## config.mk

```make
export PLATFORM = sky130hd
export DESIGN_NAME = uart_baud_gen_flat
export DESIGN_NICKNAME = d
export VERILOG_FILES = /design/src/rtl/uart_baud_if.sv /design/src/rtl/uart_baud_gen.sv /design/src/flat_wrapper.sv
export SDC_FILE = /design/constraint.sdc
export NUM_CORES = 1
export LEC_CHECK = 0
export ABC_AREA = 1
export BUFFER_PORTS_ARGS = -buffer_cell sky130_fd_sc_hd__buf_2
export CAP_MARGIN = 20
export CORE_ASPECT_RATIO = 1.75
export CORE_MARGIN = 3
export CORE_UTILIZATION = 55
export DETAILED_ROUTE_END_ITERATION = 10
export GPL_ROUTABILITY_DRIVEN = 1
export PLACE_DENSITY = 0.76
export SYNTH_ARGS = -nofsm -noshare
export SYNTH_HDL_FRONTEND = slang
export SYNTH_SLANG_ARGS = --single-unit
```

## constraint.sdc

```tcl
create_clock -name clk -period 2.6 [get_ports clk]
set_input_delay 0.26 -clock clk [delete_from_list [all_inputs] [get_ports clk]]
set_output_delay 0.26 -clock clk [all_outputs]
set_load 0.01 [all_outputs]
```

## src/rtl/uart_baud_if.sv

```systemverilog
// Control and tick bundle between the UART TX/RX paths and the baud/oversample generator.
interface uart_baud_if #(
  parameter int DIV_W  = 12,
  parameter int FRAC_W = 4
);
  logic              en;
  logic              cfg_load;
  logic [DIV_W-1:0]  div_i;
  logic [FRAC_W-1:0] frac_i;
  logic              sync;
  logic              os_tick;
  logic              bit_tick;
  logic              mid_tick;
  logic              baud_clk;

  modport master (
    output en, cfg_load, div_i, frac_i, sync,
    input  os_tick, bit_tick, mid_tick, baud_clk
  );

  modport slave (
    input  en, cfg_load, div_i, frac_i, sync,
    output os_tick, bit_tick, mid_tick, baud_clk
  );
endinterface

```

## src/rtl/uart_baud_gen.sv

```systemverilog
// Fractional-N oversample tick generator with bit, mid-bit and legacy square-wave baud outputs.
module uart_baud_gen #(
  parameter int DIV_W    = 12,
  parameter int FRAC_W   = 4,
  parameter int OSR      = 16,
  parameter int DEF_DIV  = 325,
  parameter int DEF_FRAC = 8
) (
  input  logic        clk,
  input  logic        rst_n,
  uart_baud_if.slave  bus
);
  localparam int CNT_W = DIV_W + 1;
  localparam int OSC_W = (OSR > 2) ? $clog2(OSR) : 1;
  localparam logic [CNT_W-1:0]  CNT_RST  = CNT_W'((DEF_DIV == 0) ? 1 : DEF_DIV);
  localparam logic [OSC_W-1:0]  OS_LAST  = OSC_W'(OSR - 1);
  localparam logic [OSC_W-1:0]  OS_MID   = OSC_W'(OSR / 2 - 1);
  localparam logic [CNT_W-1:0]  CNT_ONE  = CNT_W'(1);

  logic [DIV_W-1:0]  div_a;
  logic [FRAC_W-1:0] frac_a;
  logic [FRAC_W-1:0] acc;
  logic [CNT_W-1:0]  cnt;
  logic [OSC_W-1:0]  os_cnt;

  logic [CNT_W-1:0]  div_eff;
  logic [CNT_W-1:0]  div_new_eff;
  logic [FRAC_W:0]   acc_sum;
  logic              expire;

  function automatic logic [CNT_W-1:0] eff_div(input logic [DIV_W-1:0] d);
    return (d == '0) ? CNT_ONE : {1'b0, d};
  endfunction

  always_comb begin
    div_eff     = eff_div(div_a);
    div_new_eff = eff_div(bus.div_i);
    acc_sum     = {1'b0, acc} + {1'b0, frac_a};
    expire      = (cnt == CNT_ONE);
  end

  // cnt holds the remaining cycles of the current period; a period ends when it reaches 1,
  // so loading the period length gives a tick on the period-length-th enabled edge.
  always_ff @(posedge clk or negedge rst_n) begin
    if (!rst_n) begin
      div_a        <= DIV_W'(DEF_DIV);
      frac_a       <= FRAC_W'(DEF_FRAC);
      acc          <= FRAC_W'(DEF_FRAC);
      cnt          <= CNT_RST;
      os_cnt       <= '0;
      bus.os_tick  <= 1'b0;
      bus.bit_tick <= 1'b0;
      bus.mid_tick <= 1'b0;
      bus.baud_clk <= 1'b0;
    end else begin
      bus.os_tick  <= 1'b0;
      bus.bit_tick <= 1'b0;
      bus.mid_tick <= 1'b0;
      if (bus.cfg_load) begin
        div_a  <= bus.div_i;
        frac_a <= bus.frac_i;
        acc    <= bus.frac_i;
        cnt    <= div_new_eff;
        os_cnt <= '0;
      end else if (bus.sync) begin
        acc    <= frac_a;
        cnt    <= div_eff;
        os_cnt <= '0;
      end else if (bus.en) begin
        if (expire) begin
          acc          <= acc_sum[FRAC_W-1:0];
          cnt          <= div_eff + {{DIV_W{1'b0}}, acc_sum[FRAC_W]};
          bus.os_tick  <= 1'b1;
          bus.bit_tick <= (os_cnt == OS_LAST);
          bus.mid_tick <= (os_cnt == OS_MID);
          if (os_cnt == OS_LAST) begin
            os_cnt       <= '0;
            bus.baud_clk <= ~bus.baud_clk;
          end else begin
            os_cnt <= os_cnt + 1'b1;
          end
        end else begin
          cnt <= cnt - 1'b1;
        end
      end
    end
  end
endmodule

```

## src/flat_wrapper.sv

```systemverilog
// flat-port wrapper written by rule: the top's interface ports become plain ports
module uart_baud_gen_flat 
#(
  parameter int DIV_W    = 12,
  parameter int FRAC_W   = 4,
  parameter int OSR      = 16,
  parameter int DEF_DIV  = 325,
  parameter int DEF_FRAC = 8
)
  (clk, rst_n, bus_en, bus_cfg_load, bus_div_i, bus_frac_i, bus_sync, bus_os_tick, bus_bit_tick, bus_mid_tick, bus_baud_clk);
  uart_baud_if #(.DIV_W(DIV_W), .FRAC_W(FRAC_W)) bus_i ();
  input  logic clk;
  input  logic rst_n;
  input wire logic [$bits(bus_i.en)-1:0] bus_en;
  input wire logic [$bits(bus_i.cfg_load)-1:0] bus_cfg_load;
  input wire logic [$bits(bus_i.div_i)-1:0] bus_div_i;
  input wire logic [$bits(bus_i.frac_i)-1:0] bus_frac_i;
  input wire logic [$bits(bus_i.sync)-1:0] bus_sync;
  output wire logic [$bits(bus_i.os_tick)-1:0] bus_os_tick;
  output wire logic [$bits(bus_i.bit_tick)-1:0] bus_bit_tick;
  output wire logic [$bits(bus_i.mid_tick)-1:0] bus_mid_tick;
  output wire logic [$bits(bus_i.baud_clk)-1:0] bus_baud_clk;
  assign bus_i.en = bus_en;
  assign bus_i.cfg_load = bus_cfg_load;
  assign bus_i.div_i = bus_div_i;
  assign bus_i.frac_i = bus_frac_i;
  assign bus_i.sync = bus_sync;
  assign bus_os_tick = bus_i.os_tick;
  assign bus_bit_tick = bus_i.bit_tick;
  assign bus_mid_tick = bus_i.mid_tick;
  assign bus_baud_clk = bus_i.baud_clk;
  uart_baud_gen #(.DIV_W(DIV_W), .FRAC_W(FRAC_W), .OSR(OSR), .DEF_DIV(DEF_DIV), .DEF_FRAC(DEF_FRAC)) u_core (.clk(clk), .rst_n(rst_n), .bus(bus_i));
endmodule
```

==> results of run 1 <==
-- flip-flops by register name (all words and copies together), names as in the netlist --
register / cells
u_core.os_cnt: 4
u_core.bus.baud_clk: 1
u_core.acc: 4
u_core.bus.os_tick: 1
u_core.bus.bit_tick: 1
u_core.frac_a: 4
u_core.div_a: 12
u_core.cnt: 13
u_core.bus.mid_tick: 1
-- cells by family after synthesis --
kind of cell,synth area share
XOR/XNOR,0.0242
flip-flops,0.358
adder cells (fa/ha/maj),0.0457
AND/OR/NAND/NOR,0.330
buffers and inverters,0.0863
AO/OA/AOI/OAI,0.155
-- per-layer routing --
metal | vias up | wire length (microns) | share of wire
met5 | - | 0 | 0
met4 | 0 | 420 | 0.058
met3 | 33 | 238 | 0.033
met2 | 67 | 3870 | 0.53
met1 | 1257 | 2760 | 0.38
li1 | 1332 | - | -
-- cell type report --
type | instances | area [sq um] | area share
multi-input cells | 298 | 1610 | 0.519
flip-flops and latches | 41 | 1040 | 0.334
inverters | 45 | 174 | 0.0560
repair buffers | 25 | 128 | 0.0411
clock buffers | 6 | 72.6 | 0.0234
well taps | 54 | 67.6 | 0.0218
clock inverters | 2 | 15.0 | 0.00483
-- layout by cell type (no fill, tap or decap), drive strengths merged --
cell,count
xor2,7
nand2,105
clkbuf,6
a22oi,2
buf,25
nor4,1
fa,1
o211ai,1
o21ai,33
a31oi,4
nand3,38
ha,9
nand4,7
nor2,45
clkinvlp,2
inv,45
o31ai,1
nor3,4
a21oi,39
dfrtp,31
dfstp,10
xnor2,1
-- stage by stage --
step,instances,utilization,hold slack (ns),area (sq um),worst slack (ns)
2_1_floorplan,396,-,-0.0356,2900,0.447
3_3_place_gp,463,0.601,0.453,3020,0.251
3_5_place_dp,463,0.601,0.464,3020,0.202
4_1_cts,471,0.619,0.139,3110,0.187
5_1_grt,471,0.619,0.153,3110,0.0231
6_report,471,0.619,0.100,3110,0.202
-- power by group --
group / internal (mW) / switching, mW / total, mW / leakage [nW]
combinational: 0.146 / 0.266 / 0.412 / 0.992
clock: 0.189 / 0.239 / 0.429 / 0.0374
sequential: 0.710 / 0.0665 / 0.777 / 0.493
-- path summary, 6_finish.rpt --
check	from	endpoint	slack, ns	cells past startpoint
setup / recovery	u_core.acc[0]	u_core.cnt[4]	0.20	11
hold / removal	rst_n	u_core.cnt[10]	0.10	1
setup reg to reg	u_core.acc[0]	u_core.cnt[4]	0.20	11
hold reg to reg	u_core.acc[3]	u_core.acc[3]	0.48	2
max in group asynchronous	rst_n	u_core.bus.mid_tick	1.91	1
min in group clk	bus_frac_i[3]	u_core.frac_a[3]	0.19	3
-- critical path, stage by stage (launching register included) --
cell and delay [ns]:
dfrtp_1 0.40, ha_1 0.23, fa_1 0.40, nand3_1 0.08
nand2_1 0.06, ha_1 0.22, ha_1 0.24, nand3_1 0.14
xor2_1 0.24, o21ai_0 0.13, nand2_1 0.07, a22oi_1 0.06
==> out/metrics.cfg, run 1 <==
[drt]
drc = 0
routed_wl_microns = 7290
dr.first_iter.drc_count = 172
drt_pass1_iterations = 5
via_per_inst = 5.71
drtAntennaViolNets = 0
wl_per_cell_microns = 15.5
dr_total_vias = 2689

[grt]
track_usage = 0.259
grt_overflow = 0
grt_max_degree = 51
first_global_vias = 2608
grt_antenna_before_repair = 0
grt_pass1_wl_microns = 11900
grt_use_met2 = 0.463
met3_usage = 0.0316
met1_usage = 0.277
busiest_layer = met2

[clocking]
ctsResizeCount = 0
cts_hold_buf = 0
clk_pin_slew_ns = 0.08
post_cts_buffers = 0
clkSinkCount = 41
root_buffer = clkbuf_8
cts_max_path_buffers = 2
clk_latency_ns = 0.30
numCtsBuffers = 5
htreeDepth = 2
cts_tree = yes

[pwr]
vdd_drop_max_mv = 0.363
finalPower_mw = 1.62
p_per_area_nw_per_um2 = 521
p_leak_nw = 1.52

[die]
num_rows = 34
die_x_microns = 60.9
ioPinCount = 25
start_util = 0.578
die_area_sq_um = 6210
core_sq_um = 5020
fp.dieH_microns = 102

[sta]
skew_ns = 0.00462
post-route-period-util = 0.922
hold_viol = 0
setup_viol_count_final = 0
finalSetupTns_ns = 0
fmax_mhz = 417
min_period_ns = 2.40
slew_violations = 0
maxSlewHeadroom = 0.373
max_slew.worst_pin.slew_ns = 0.940
rsz0062_at_grt = false

[synthesis]
synth_most_common_cell = nand2_1
synthTopCellsByArea = dfrtp_1 (27%), nand2_1 (13%), dfstp_2 (9.1%)
ys.flop_type = dfrtp_1
yosysWarnings = 0
synth_top_area_frac = 0.268
ys_async_sr_fraction = 1.00
synth_common_cells = nand2_1 (101), a21oi_1 (38), nand3_1 (36)
synthesis.nets = 427
syn_area_per_cell_sq_um = 7.32
netlist_instances = 396
netlist.top_cell.by_area = dfrtp_1
yosysSeqAreaShare = 0.358
ys_types = 35
synth-seq-cells = 41
netlist_area_sq_um = 2900
synth_edf_count = 0

[worst_setup_path]
critical_path_class = reg2reg
start_kind = flop
cp.required_ns = 2.76
path_max_fanout = 3
cp_data_arrival_time_ns = 2.56
crit_path_end_kind = flop

[placed_design]
gp_congestion = 1.00
io_buffer_count = 24
dpl.hpwl_microns = 5540

[final_layout]
final_net_count = 447
num_antenna_cells = 0
nFillCells = 489
drive_above_1_share = 0.187
syn_to_final_growth_pct = 7.12

[min_path]
hold_path.class = in2async

[run]
cap_violations = 0

[outcome]
status = complete, no violations

Power figures use the tool's default switching activity.
==> run 2, diff against run 1 <==
--- a/config.mk
+++ b/config.mk
@@ -10,10 +10,10 @@
 export CAP_MARGIN = 20
 export CORE_ASPECT_RATIO = 1.75
 export CORE_MARGIN = 3
-export CORE_UTILIZATION = 55
+export CORE_UTILIZATION = 60
 export DETAILED_ROUTE_END_ITERATION = 10
 export GPL_ROUTABILITY_DRIVEN = 1
-export PLACE_DENSITY = 0.76
+export PLACE_DENSITY = 0.82
 export SYNTH_ARGS = -nofsm -noshare
 export SYNTH_HDL_FRONTEND = slang
 export SYNTH_SLANG_ARGS = --single-unit
==> run 2 against run 1 <==
- die area down 7.7%
- first-iteration DRC count up 48%
- cell count decreased by 0.42%
==> out/metrics.cfg, run 2 (same netlist as run 1, synthesis figures left out) <==
[outcome]
status = complete, no violations

[final_layout]
syn_to_final_growth_pct = 7.47
mostFrequentLayoutCell = nand2_1
final_net_count = 448
top_regs = u_core.cnt (13), u_core.div_a (12)
regMostFlops = u_core.cnt
nFillCells = 417
num_antenna_cells = 0
instances_no_fill = 469
largest_register_ffs = 13
layout_common_cells = nand2_1 (101), a21oi_1 (38), nand3_1 (36)
drive_above_1_share = 0.189

[grt]
grt_max_degree = 51
grt_pass1_wl_microns = 12200
met1_usage = 0.322
grt_overflow = 0
met3_usage = 0.0384
grt_use_met2 = 0.475
busiest_layer = met2
first_global_vias = 2685
grt_antenna_before_repair = 0
track_usage = 0.277

[clocking]
clk_pin_slew_ns = 0.08
cts_hold_buf = 0
clkSinkCount = 41
clk_latency_ns = 0.30
root_buffer = clkbuf_8
cts_tree = yes
numCtsBuffers = 5
post_cts_buffers = 0
htreeDepth = 2
cts_max_path_buffers = 2
ctsResizeCount = 0

[drt]
dr_total_vias = 2729
drc = 0
dr.first_iter.drc_count = 255
drt_pass1_iterations = 5
routed_wl_microns = 7420
via_per_inst = 5.82
drtAntennaViolNets = 0
wl_per_cell_microns = 15.8

[die]
core_sq_um = 4520
start_util = 0.641
fp.dieH_microns = 98.0
num_rows = 32
die_area_sq_um = 5730
ioPinCount = 25
die_x_microns = 58.5

[run]
cap_violations = 0

[worst_setup_path]
slowest_delay_ns = 0.41
path_max_fanout = 3
path_buf_inv = 0
crit_path_end_kind = flop
rr_worst_depth = 13
worst_path_max_delay_cell = fa_1
path_cells = ha_1 > fa_1 > nand3_1 > nand2_1 > ha_1 > ha_1 > nand3_1 > nor2_1 > xor2_1 > nand2_1 > nand3_1 > nand2_1 > a21oi_1
crit_family = adder cells
cp_data_arrival_time_ns = 2.59
r2r-end = u_core.cnt[6]
start_kind = flop
r2r_start = u_core.acc[0]
critical_path_class = reg2reg
regToRegSetupSlack_ns = 0.25
cp.required_ns = 2.84

[pwr]
p_leak_nw = 1.53
seqPwrFrac = 0.474
switching_share = 0.348
p_per_area_nw_per_um2 = 528
power_frac_clock = 0.274
vdd_drop_max_mv = 0.499
p_int_mw = 1.07
p_sw_uw = 573
power_frac_comb = 0.253

[sta]
skew_ns = 0.00928
min_period_ns = 2.35
setup_viol_count_final = 0
max_slew.worst_pin.slew_ns = 0.934
maxSlewHeadroom = 0.377
post-route-period-util = 0.905
slew_violations = 0
finalSetupTns_ns = 0
fmax_mhz = 425
hold_viol = 0
rsz0062_at_grt = false

[min_path]
hold_path.class = in2async

[placed_design]
gp_congestion = 0.934
placed_cells = 461
io_buffer_count = 24
dpl.hpwl_microns = 5530

[run 2: metal layers]
layer | wire, microns | up-vias
li1 | - | 1337
met1 | 2800 | 1258
met2 | 3870 | 111
met3 | 442 | 23
met4 | 302 | 0
met5 | 0 | -
[run 2: power by group through the flow]
stage | Clock [mW] | Sequential, mW | Combinational [mW]
final | 0.450 | 0.779 | 0.416
after global routing | 0.479 | 0.788 | 0.470
after CTS | 0.457 | 0.778 | 0.413
after detailed placement | 0 | 0.789 | 0.410
after global placement | 0 | 0.786 | 0.400
after floorplan | 0 | 0.771 | 0.307
[run 2: how the worst max path moves through the flow]
stage / from / depth (start not counted) / to
global route: u_core.acc[0] / 15 / u_core.cnt[8]
global placement: u_core.acc[0] / 14 / u_core.cnt[10]
finish: u_core.acc[0] / 13 / u_core.cnt[6]
floorplan: u_core.acc[0] / 13 / u_core.cnt[6]
CTS: u_core.acc[0] / 15 / u_core.cnt[8]
detailed placement: u_core.acc[0] / 11 / u_core.cnt[4]
[run 2: per-stage QoR]
stage | instance area [sq um] | setup WS, ns | utilization | total power, mW | hold slack, ns
6_report | 3120 | 0.247 | 0.689 | 1.65 | 0.0926
5_1_grt | 3120 | 0.0770 | 0.689 | 1.74 | 0.141
4_1_cts | 3120 | 0.255 | 0.689 | 1.65 | 0.122
3_5_place_dp | 3020 | 0.282 | 0.668 | 1.20 | 0.453
3_3_place_gp | 3020 | 0.348 | 0.668 | 1.19 | 0.445
2_1_floorplan | 2900 | 0.447 | - | 1.08 | -0.0356
[run 2: area by class of cell]
type,instances,area [sq um],share of cell area
Clock inverter,1,7.51,0.00241
Tap cell,51,63.8,0.0205
Sequential cell,41,1040,0.333
Clock buffer,7,86.3,0.0277
Inverter,45,174,0.0558
Timing Repair Buffer,26,135,0.0434
Multi-Input combinational cell,298,1610,0.517
==> run 3, diff against run 2 <==
--- a/config.mk
+++ b/config.mk
@@ -8,12 +8,14 @@
 export ABC_AREA = 1
 export BUFFER_PORTS_ARGS = -buffer_cell sky130_fd_sc_hd__buf_2
 export CAP_MARGIN = 20
+export CELL_PAD_IN_SITES_DETAIL_PLACEMENT = 2
+export CELL_PAD_IN_SITES_GLOBAL_PLACEMENT = 2
 export CORE_ASPECT_RATIO = 1.75
 export CORE_MARGIN = 3
-export CORE_UTILIZATION = 60
+export CORE_UTILIZATION = 35
 export DETAILED_ROUTE_END_ITERATION = 10
 export GPL_ROUTABILITY_DRIVEN = 1
-export PLACE_DENSITY = 0.82
+export PLACE_DENSITY = 0.83
 export SYNTH_ARGS = -nofsm -noshare
 export SYNTH_HDL_FRONTEND = slang
 export SYNTH_SLANG_ARGS = --single-unit
==> run 3 against run 2 <==
- clock skew shrank 0.0030 ns
- via count rose by 3.7%
- critical path type unchanged
- power is 20% higher
- die area rose by 65%
- non-clock buffer count rose by 1
- clock-buffer cell count stayed put
- setup slack got worse by 0.074 ns
- sequential power is 0.9% higher
- utilization is 28 points lower
==> out/metrics.cfg, run 3 (same netlist as run 1, synthesis figures left out) <==
[placed_design]
gp_congestion = 0.877
placed_cells = 501
dpl_cell_area_sq_um = 3080
io_buffer_count = 24
dpl.hpwl_microns = 7800

[clocking]
clk_pin_slew_ns = 0.06
cts_hold_buf = 0
ctsResizeCount = 1
htreeDepth = 2
clk_latency_ns = 0.29
numCtsBuffers = 5
clkSinkCount = 41
cts_max_path_buffers = 2
cts_tree = yes
root_buffer = clkbuf_16
post_cts_buffers = 0

[sta]
slew_violations = 0
max_slew.worst_pin.slew_ns = 0.562
maxSlewHeadroom = 0.625
fmax_mhz = 412
rsz0062_at_grt = false
finalSetupTns_ns = 0
min_period_ns = 2.43
hold_slack_ns = 0.0356
skew_ns = 0.00627
post-route-period-util = 0.933
setup_viol_count_final = 0
hold_viol = 0

[drt]
drc = 0
dr.first_iter.drc_count = 118
routed_wl_microns = 10400
drt_pass1_iterations = 4
wl_per_cell_microns = 20.3
via_per_inst = 5.56
dr_total_vias = 2831
drtAntennaViolNets = 0

[worst_setup_path]
cp.required_ns = 2.80
cp_data_arrival_time_ns = 2.63
critical_path_class = reg2reg
path_max_fanout = 5
crit_path_end_kind = flop
start_kind = flop
regToRegSetupSlack_ns = 0.17

[pwr]
p_per_area_nw_per_um2 = 606
finalPower_mw = 1.98
p_leak_nw = 1.57
vdd_drop_max_mv = 0.395

[final_layout]
syn_to_final_growth_pct = 12.7
instances_no_fill = 509
num_antenna_cells = 0
final_area_sq_um = 3270
mostFrequentLayoutCell = nand2_1
top_regs = u_core.cnt (13), u_core.div_a (12)
largest_register_ffs = 13
layout_common_cells = nand2_1 (100), a21oi_1 (38), nand3_1 (36)
drive_above_1_share = 0.205
regMostFlops = u_core.cnt
final_net_count = 449

[grt]
track_usage = 0.236
grt_max_degree = 51
grt_antenna_before_repair = 0
grt_pass1_wl_microns = 16600
first_global_vias = 3214
grt_overflow = 0

[outcome]
status = complete, no violations

[die]
ioPinCount = 25
fp.dieH_microns = 126
core_sq_um = 8020
die_x_microns = 74.8
num_rows = 43
die_area_sq_um = 9450
start_util = 0.362

[min_path]
hold_path.class = in2async

[run]
cap_violations = 0

==> run 3: layout make-up <==
| cell class | count | area, sq um |
|---|---|---|
| fill | 978 | 4750 |
| timing repair buffer | 27 | 143 |
| inverter | 45 | 174 |
| clock inverter | 1 | 30.0 |
| clock buffer | 7 | 143 |
| tap | 90 | 113 |
| sequential | 41 | 1040 |
| multi-input combinational | 298 | 1630 |
==> run 3: path summary, 6_finish.rpt <==
kind	to	from	depth (start not counted)
max	u_core.cnt[12]	u_core.div_a[9]	11
min	u_core.div_a[11]	rst_n	2
max reg2reg	u_core.cnt[12]	u_core.div_a[9]	11
min reg2reg	u_core.bus.baud_clk	u_core.bus.baud_clk	1
max in group asynchronous	u_core.div_a[3]	rst_n	2
min in group clk	u_core.div_a[10]	bus_div_i[10]	3
==> run 3: where the power goes <==
part / total [mW] / switching [mW] / internal (mW)
combinational: 0.452 / 0.300 / 0.152
clock: 0.742 / 0.262 / 0.480
sequential: 0.786 / 0.0741 / 0.712
==> run 3: critical path: stages, from the launching register on <==
cell and delay (ns):
dfrtp_1 0.45, nor4_1 0.37, nand2_1 0.09, nand2_1 0.11, ha_1 0.18, ha_2 0.23
nand2_2 0.08, nor2_4 0.14, nand4_1 0.14, o21ai_1 0.20, o21ai_0 0.15, a21oi_1 0.19
==> run 3: layer usage <==
layer	track usage	wire length (microns)
met1	0.250	3680
met2	0.434	5910
met3	0.0270	221
met4	0.127	553
met5	0	0
==> run 3: per-stage QoR <==
step / util / setup WS (ns)
final: 0.408 / 0.173
after global placement: 0.384 / 0.283
after global routing: 0.408 / 0.00850
after CTS: 0.406 / 0.0385
after detailed placement: 0.384 / 0.161
after floorplan: - / 0.447
